[src/rtl/fetch_pkg.sv]
// Shared state encoding, opcode/NOP constants and IF/ID payload type for the fetch stage.
package fetch_pkg;

  typedef enum logic [1:0] {
    RST_WAIT = 2'd0,
    WAIT     = 2'd1,
    HOLD     = 2'd2
  } fetch_state_t;

  localparam logic [6:0]  OPC_JAL = 7'b1101111;
  localparam logic [31:0] NOP_INS = 32'h0000_0013;
  localparam int          CNT_W   = 3;

  typedef struct packed {
    logic [31:0] ins;
    logic [31:0] pc;
    logic        pred_taken;
  } id_payload_t;

  // Sign-extended J-type immediate (bit 0 is always zero).
  function automatic logic [31:0] j_imm(input logic [31:0] ins);
    return {{12{ins[31]}}, ins[19:12], ins[20], ins[30:21], 1'b0};
  endfunction

endpackage

[src/rtl/jal_predecoder.sv]
// Combinational JAL detector: flags a JAL opcode and computes PC + J-immediate.
module jal_predecoder
  import fetch_pkg::*;
(
  input  logic [31:0] i_ins,
  input  logic [31:0] i_pc,
  output logic        o_is_jal,
  output logic [31:0] o_target
);

  assign o_is_jal = (i_ins[6:0] == OPC_JAL);
  assign o_target = i_pc + j_imm(i_ins);

endmodule

[src/rtl/fetch_stage.sv]
// Fetch-stage PC sequencer and IF/ID holding register with redirect override.
// Optional JAL predecode is enabled by defining FETCH_PREDECODE_EN.
module fetch_stage
  import fetch_pkg::*;
#(
  parameter logic [31:0] RESET_PC  = 32'h0000_0000,
  parameter int unsigned FETCH_LAT = 2
) (
  input  logic        clk,
  input  logic        rst,
  output logic [31:0] pc_out,
  input  logic [31:0] buf_ins,
  input  logic        buf_valid,
  input  logic        buf_busy,
  input  logic        redirect_valid,
  input  logic [31:0] redirect_pc,
  output logic        id_valid,
  input  logic        id_ready,
  output logic [31:0] id_ins,
  output logic [31:0] id_pc,
  output logic        id_pred_taken,
  output logic        pc_misalign
);

  // FETCH_LAT must lie in 1..7 so the last count fits the 3-bit settle counter.
  localparam logic [CNT_W-1:0] CNT_LAST = CNT_W'(FETCH_LAT - 1);

  fetch_state_t     r_state;
  fetch_state_t     w_state_next;
  logic [CNT_W-1:0] r_cnt;
  logic [CNT_W-1:0] w_cnt_next;
  logic [31:0]      r_pc_out;
  logic [31:0]      w_pc_next;
  id_payload_t      r_id;
  id_payload_t      w_id_next;
  logic             r_id_valid;
  logic             w_id_valid_next;
  logic             r_misalign;
  logic             w_misalign_next;

  logic             w_clean;
  logic             w_is_jal;
  logic [31:0]      w_pc_plus4;
  logic [31:0]      w_jal_target;
  logic [31:0]      w_seq_pc;

  assign w_clean    = buf_valid && !buf_busy;
  assign w_pc_plus4 = r_pc_out + 32'd4;

`ifdef FETCH_PREDECODE_EN
  jal_predecoder u_jal_predecoder (
    .i_ins    (buf_ins),
    .i_pc     (r_pc_out),
    .o_is_jal (w_is_jal),
    .o_target (w_jal_target)
  );
`else
  assign w_is_jal     = 1'b0;
  assign w_jal_target = w_pc_plus4;
`endif

  assign w_seq_pc = w_is_jal ? w_jal_target : w_pc_plus4;

  always_comb begin
    w_state_next    = r_state;
    w_cnt_next      = r_cnt;
    w_pc_next       = r_pc_out;
    w_id_next       = r_id;
    w_id_valid_next = r_id_valid;
    w_misalign_next = 1'b0;

    if (redirect_valid) begin
      // A simultaneous handshake still completes for decode; our own next PC is dropped.
      w_state_next         = WAIT;
      w_cnt_next           = '0;
      w_pc_next            = {redirect_pc[31:2], 2'b00};
      w_id_valid_next      = 1'b0;
      w_id_next.pred_taken = 1'b0;
      w_misalign_next      = |redirect_pc[1:0];
    end else begin
      case (r_state)
        RST_WAIT: begin
          w_state_next = WAIT;
        end
        WAIT: begin
          if (!w_clean) begin
            w_cnt_next = '0;
          end else if (r_cnt == CNT_LAST) begin
            w_id_next.ins        = buf_ins;
            w_id_next.pc         = r_pc_out;
            w_id_next.pred_taken = w_is_jal;
            w_id_valid_next      = 1'b1;
            w_pc_next            = w_seq_pc;
            w_cnt_next           = '0;
            w_state_next         = HOLD;
          end else begin
            w_cnt_next = r_cnt + 1'b1;
          end
        end
        HOLD: begin
          if (r_id_valid && id_ready) begin
            w_id_valid_next      = 1'b0;
            w_id_next.pred_taken = 1'b0;
            w_cnt_next           = '0;
            w_state_next         = WAIT;
          end
        end
        default: begin
          w_state_next = RST_WAIT;
        end
      endcase
    end
  end

  always_ff @(posedge clk) begin
    if (rst) begin
      r_state    <= RST_WAIT;
      r_cnt      <= '0;
      r_pc_out   <= RESET_PC;
      r_id       <= '{ins: NOP_INS, pc: 32'h0, pred_taken: 1'b0};
      r_id_valid <= 1'b0;
      r_misalign <= 1'b0;
    end else begin
      r_state    <= w_state_next;
      r_cnt      <= w_cnt_next;
      r_pc_out   <= w_pc_next;
      r_id       <= w_id_next;
      r_id_valid <= w_id_valid_next;
      r_misalign <= w_misalign_next;
    end
  end

  assign pc_out        = r_pc_out;
  assign id_valid      = r_id_valid;
  assign id_ins        = r_id.ins;
  assign id_pc         = r_id.pc;
  assign id_pred_taken = r_id.pred_taken;
  assign pc_misalign   = r_misalign;

endmodule

[config.mk]
export PLATFORM = sky130hd
export DESIGN_NAME = fetch_stage
export DESIGN_NICKNAME = d
export VERILOG_FILES = /design/src/rtl/fetch_pkg.sv /design/src/rtl/jal_predecoder.sv /design/src/rtl/fetch_stage.sv
export SDC_FILE = /design/constraint.sdc
export NUM_CORES = 1
export LEC_CHECK = 0
export CAP_MARGIN = 20
export CORE_MARGIN = 2
export CORE_UTILIZATION = 48
export DETAILED_ROUTE_END_ITERATION = 10
export PLACE_DENSITY = 0.86
export SKIP_LAST_GASP = 1
export SLEW_MARGIN = 5
export SYNTH_ARGS = -nofsm -noshare
export SYNTH_HDL_FRONTEND = slang
export SYNTH_SLANG_ARGS = --single-unit
export TNS_END_PERCENT = 100
[constraint.sdc]
create_clock -name clk -period 3.27 [get_ports clk]
set_input_delay 0.654 -clock clk [delete_from_list [all_inputs] [get_ports clk]]
set_output_delay 0.654 -clock clk [all_outputs]
set_load 0.01 [all_outputs]
==> out/metrics.yaml <==
cp-endpoint: "pc_out[17]"
syn_inst: 508
setup_slack_ns: 0.521
seq_area_um2: 1980
regToRegEndpoint: "pc_out[17]"
vias: 4367
place_worst_setup_slack_ns: 0.183
p_sw_mw: 0.574
start_util_pct: 49.3
dp_hpwl_um: 8840
crit_arrival_ns: 2.99
wire_per_inst_um: 16.0
startpoint: "buf_valid"
antenna_found_initial: 0
die_x_um: 101
drt_wl_total_um: 12300
cts_tree: "done"
post_route_cells_drive_above_1_share_pct: 5.02
die_area_um2: 10200
drv_slew: 0
dpl-instance-area_um2: 6190
finalHoldViolCount: 0
design_area_um2: 6380
avgViaCountPerCell: 5.68
intPower_mw: 1.74
most-common-layout-cells: "clkdlybuf4s50_1, dfxtp_1, nor2_1, mux2i_1, nand2_1"
regToRegStartpoint: "r_cnt[0]"
post-route-period-util_pct: 84.1
hold_class: "register to register"
grt_pass1_wl_um: 19600
synth_edf_count: 0
syn2layout_area_growth_pct: 40.7
fin_skew_ns: 0.00713
powerDensity_nw_per_um2: 363
critPathLaunchType: "input port"
n_fill_cell: 730
htreeDepth: 3
synth_flop_cell: "dfxtp_1"
worst_pin_slew_ns: 0.923
synth_seq_cells: 99
dieHeight_um: 101
fin_setup_tns_ns: 0
synth_seq_area_share_pct: 43.7
worstHoldStart: "id_pc[23]"
syn_avg_cell_area_um2: 8.92
clkTransAtPathRegs_ns: 0.09
grt_pass1_vias: 4094
path_class: "input port to register"
power_leakage_nw: 2.15
reg2reg_slack_ns: 0.87
dr.pass1.iters: 4
synth_area_um2: 4530
relSlewSlack_pct: 38.0
fp-row-count: 35
cts_root_buffer: "clkbuf_8"
vdd.ir_drop.worst_mv: 0.240
multi_input_area_um2: 2310
cts_resized: 0
antenna_cells: 0
layout_commonest_cell: "clkdlybuf4s50_1"
max_freq_ghz: 0.364
nets: 725
rsz0062_at_grt: "no"
ys_types: 57
cts.sinks: 99
cp_max_fo: 21
yosys_warnings: 0
overflow: 0
holdBufCountCts: 0
placeableCoreArea_um2: 9200
critPathCaptureType: "register"
cp_data_required_time_ns: 3.51
grt_usage_pct: 23.6
cap_violations: 0
clk_path_buf_depth: 2
place.gp.congestion: 0.846
portBuffers: 163
status: "finished clean"
drc: 0
grt_max_degree: 58
clkLatencyLatePin_ns: 0.36
async_reset_ff_share_pct: 0
postCtsSetupBuffers: 0
rr_worst_depth: 4
seqPwrFrac_pct: 55.4
clockPowerShare_pct: 32.8
switching_share_pct: 24.8
min_period_ns: 2.75
setup_violations: 0
cts_made_buffers: 9
pwr-share-comb_pct: 11.9
initialDrtViolationCount: 219
ant_nets: 0
ioPinCount: 169
[per-stage QoR]
| stage | hold slack [ns] | util [%] | std cells | power [mW] |
|---|---|---|---|---|
| after global placement | 0.472 | 67.3 | 754 | 1.58 |
| final | 0.498 | 69.3 | 769 | 2.32 |
| after CTS | 0.504 | 69.3 | 769 | 2.33 |
| after global routing | 0.521 | 69.3 | 769 | 2.41 |
| after detailed placement | 0.481 | 67.3 | 754 | 1.58 |
| after floorplan | 0.504 | - | 512 | 1.41 |
[power groups by stage]
stage          clock network, mW  logic, mW  registers, mW
6_report                   0.759      0.275           1.28
5_1_grt                    0.823      0.299           1.29
4_1_cts                    0.777      0.275           1.28
3_5_place_dp                   0      0.273           1.31
3_3_place_gp                   0      0.268           1.31
2_1_floorplan                  0      0.109           1.30
[cells in the mapped netlist (3+ instances only)]
cell,number,area [um^2]
a2111oi_0,5,43.8
a2111oi_1,7,70.1
a211o_1,3,26.3
a211oi_1,4,30.0
a21oi_1,11,55.1
a311oi_1,6,52.6
a31oi_1,6,37.5
a41oi_1,4,35.0
and3_1,6,37.5
and4_1,10,87.6
buf_4,12,90.1
clkbuf_1,26,97.6
dfxtp_1,99,1980
inv_1,14,52.6
mux2i_1,59,591
nand2_1,31,116
nand3_1,11,55.1
nand4_1,6,37.5
nor2_1,93,349
nor2b_1,11,68.8
nor3_1,9,45.0
nor4_1,14,87.6
o21ai_0,5,25.0
or2_2,5,31.3
or3_1,8,50.1
or4_1,3,22.5
xnor2_1,3,26.3
[worst max-delay path, cell delays in order]
cell,delay [ns]
clkdlybuf4s50_1,0.51
nor4bb_1,0.28
buf_4,0.20
nand4_2,0.44
or3_1,0.53
a2111oi_0,0.37
[cell families (layout without fill, tap and decap cells)]
kind of cell	count (synthesis)	after routing	share of synthesized area, %
other	1	5	0.0827
buffers and inverters	55	201	5.77
adders and majority gates	1	1	0.276
muxes	59	59	13.0
xor gates and xnor gates	5	5	0.966
AOI/OAI and AO/OA	68	68	11.6
DFF	99	99	43.7
and+or+nand+nor	220	220	24.5
[layer usage]
layer / vias up / global-route usage [%] / routed length, um
met5: - / 0 / 0
met4: 0 / 7.80 / 136
met3: 13 / 6.14 / 1030
met2: 203 / 39.8 / 6130
met1: 2050 / 29.5 / 5030
li1: 2101 / - / -
[cell type report]
| cell class | count | area share, % |
|---|---|---|
| multi-input combinational | 358 | 36.2 |
| sequential | 99 | 31.1 |
| timing repair buffer | 172 | 26.8 |
| tap | 111 | 2.18 |
| clock buffer | 10 | 2.00 |
| clock inverter | 5 | 0.863 |
| inverter | 14 | 0.824 |
[sequential cells by signal, summed over array words and instances (netlist names)]
signal       cells
id_ins          32
id_pc           30
pc_out          30
r_cnt            3
r_state          2
id_valid         1
pc_misalign      1
[worst min path at each step]
stage | end | slack, ns | cells after the start
detailed placement | id_pc[23] | 0.48 | 2
finish | id_pc[23] | 0.50 | 2
CTS | id_pc[23] | 0.50 | 2
global placement | id_ins[3] | 0.47 | 2
floorplan | id_valid | 0.50 | 2
global route | id_ins[17] | 0.52 | 2
Note: power is estimated with default switching activity, not from simulation.
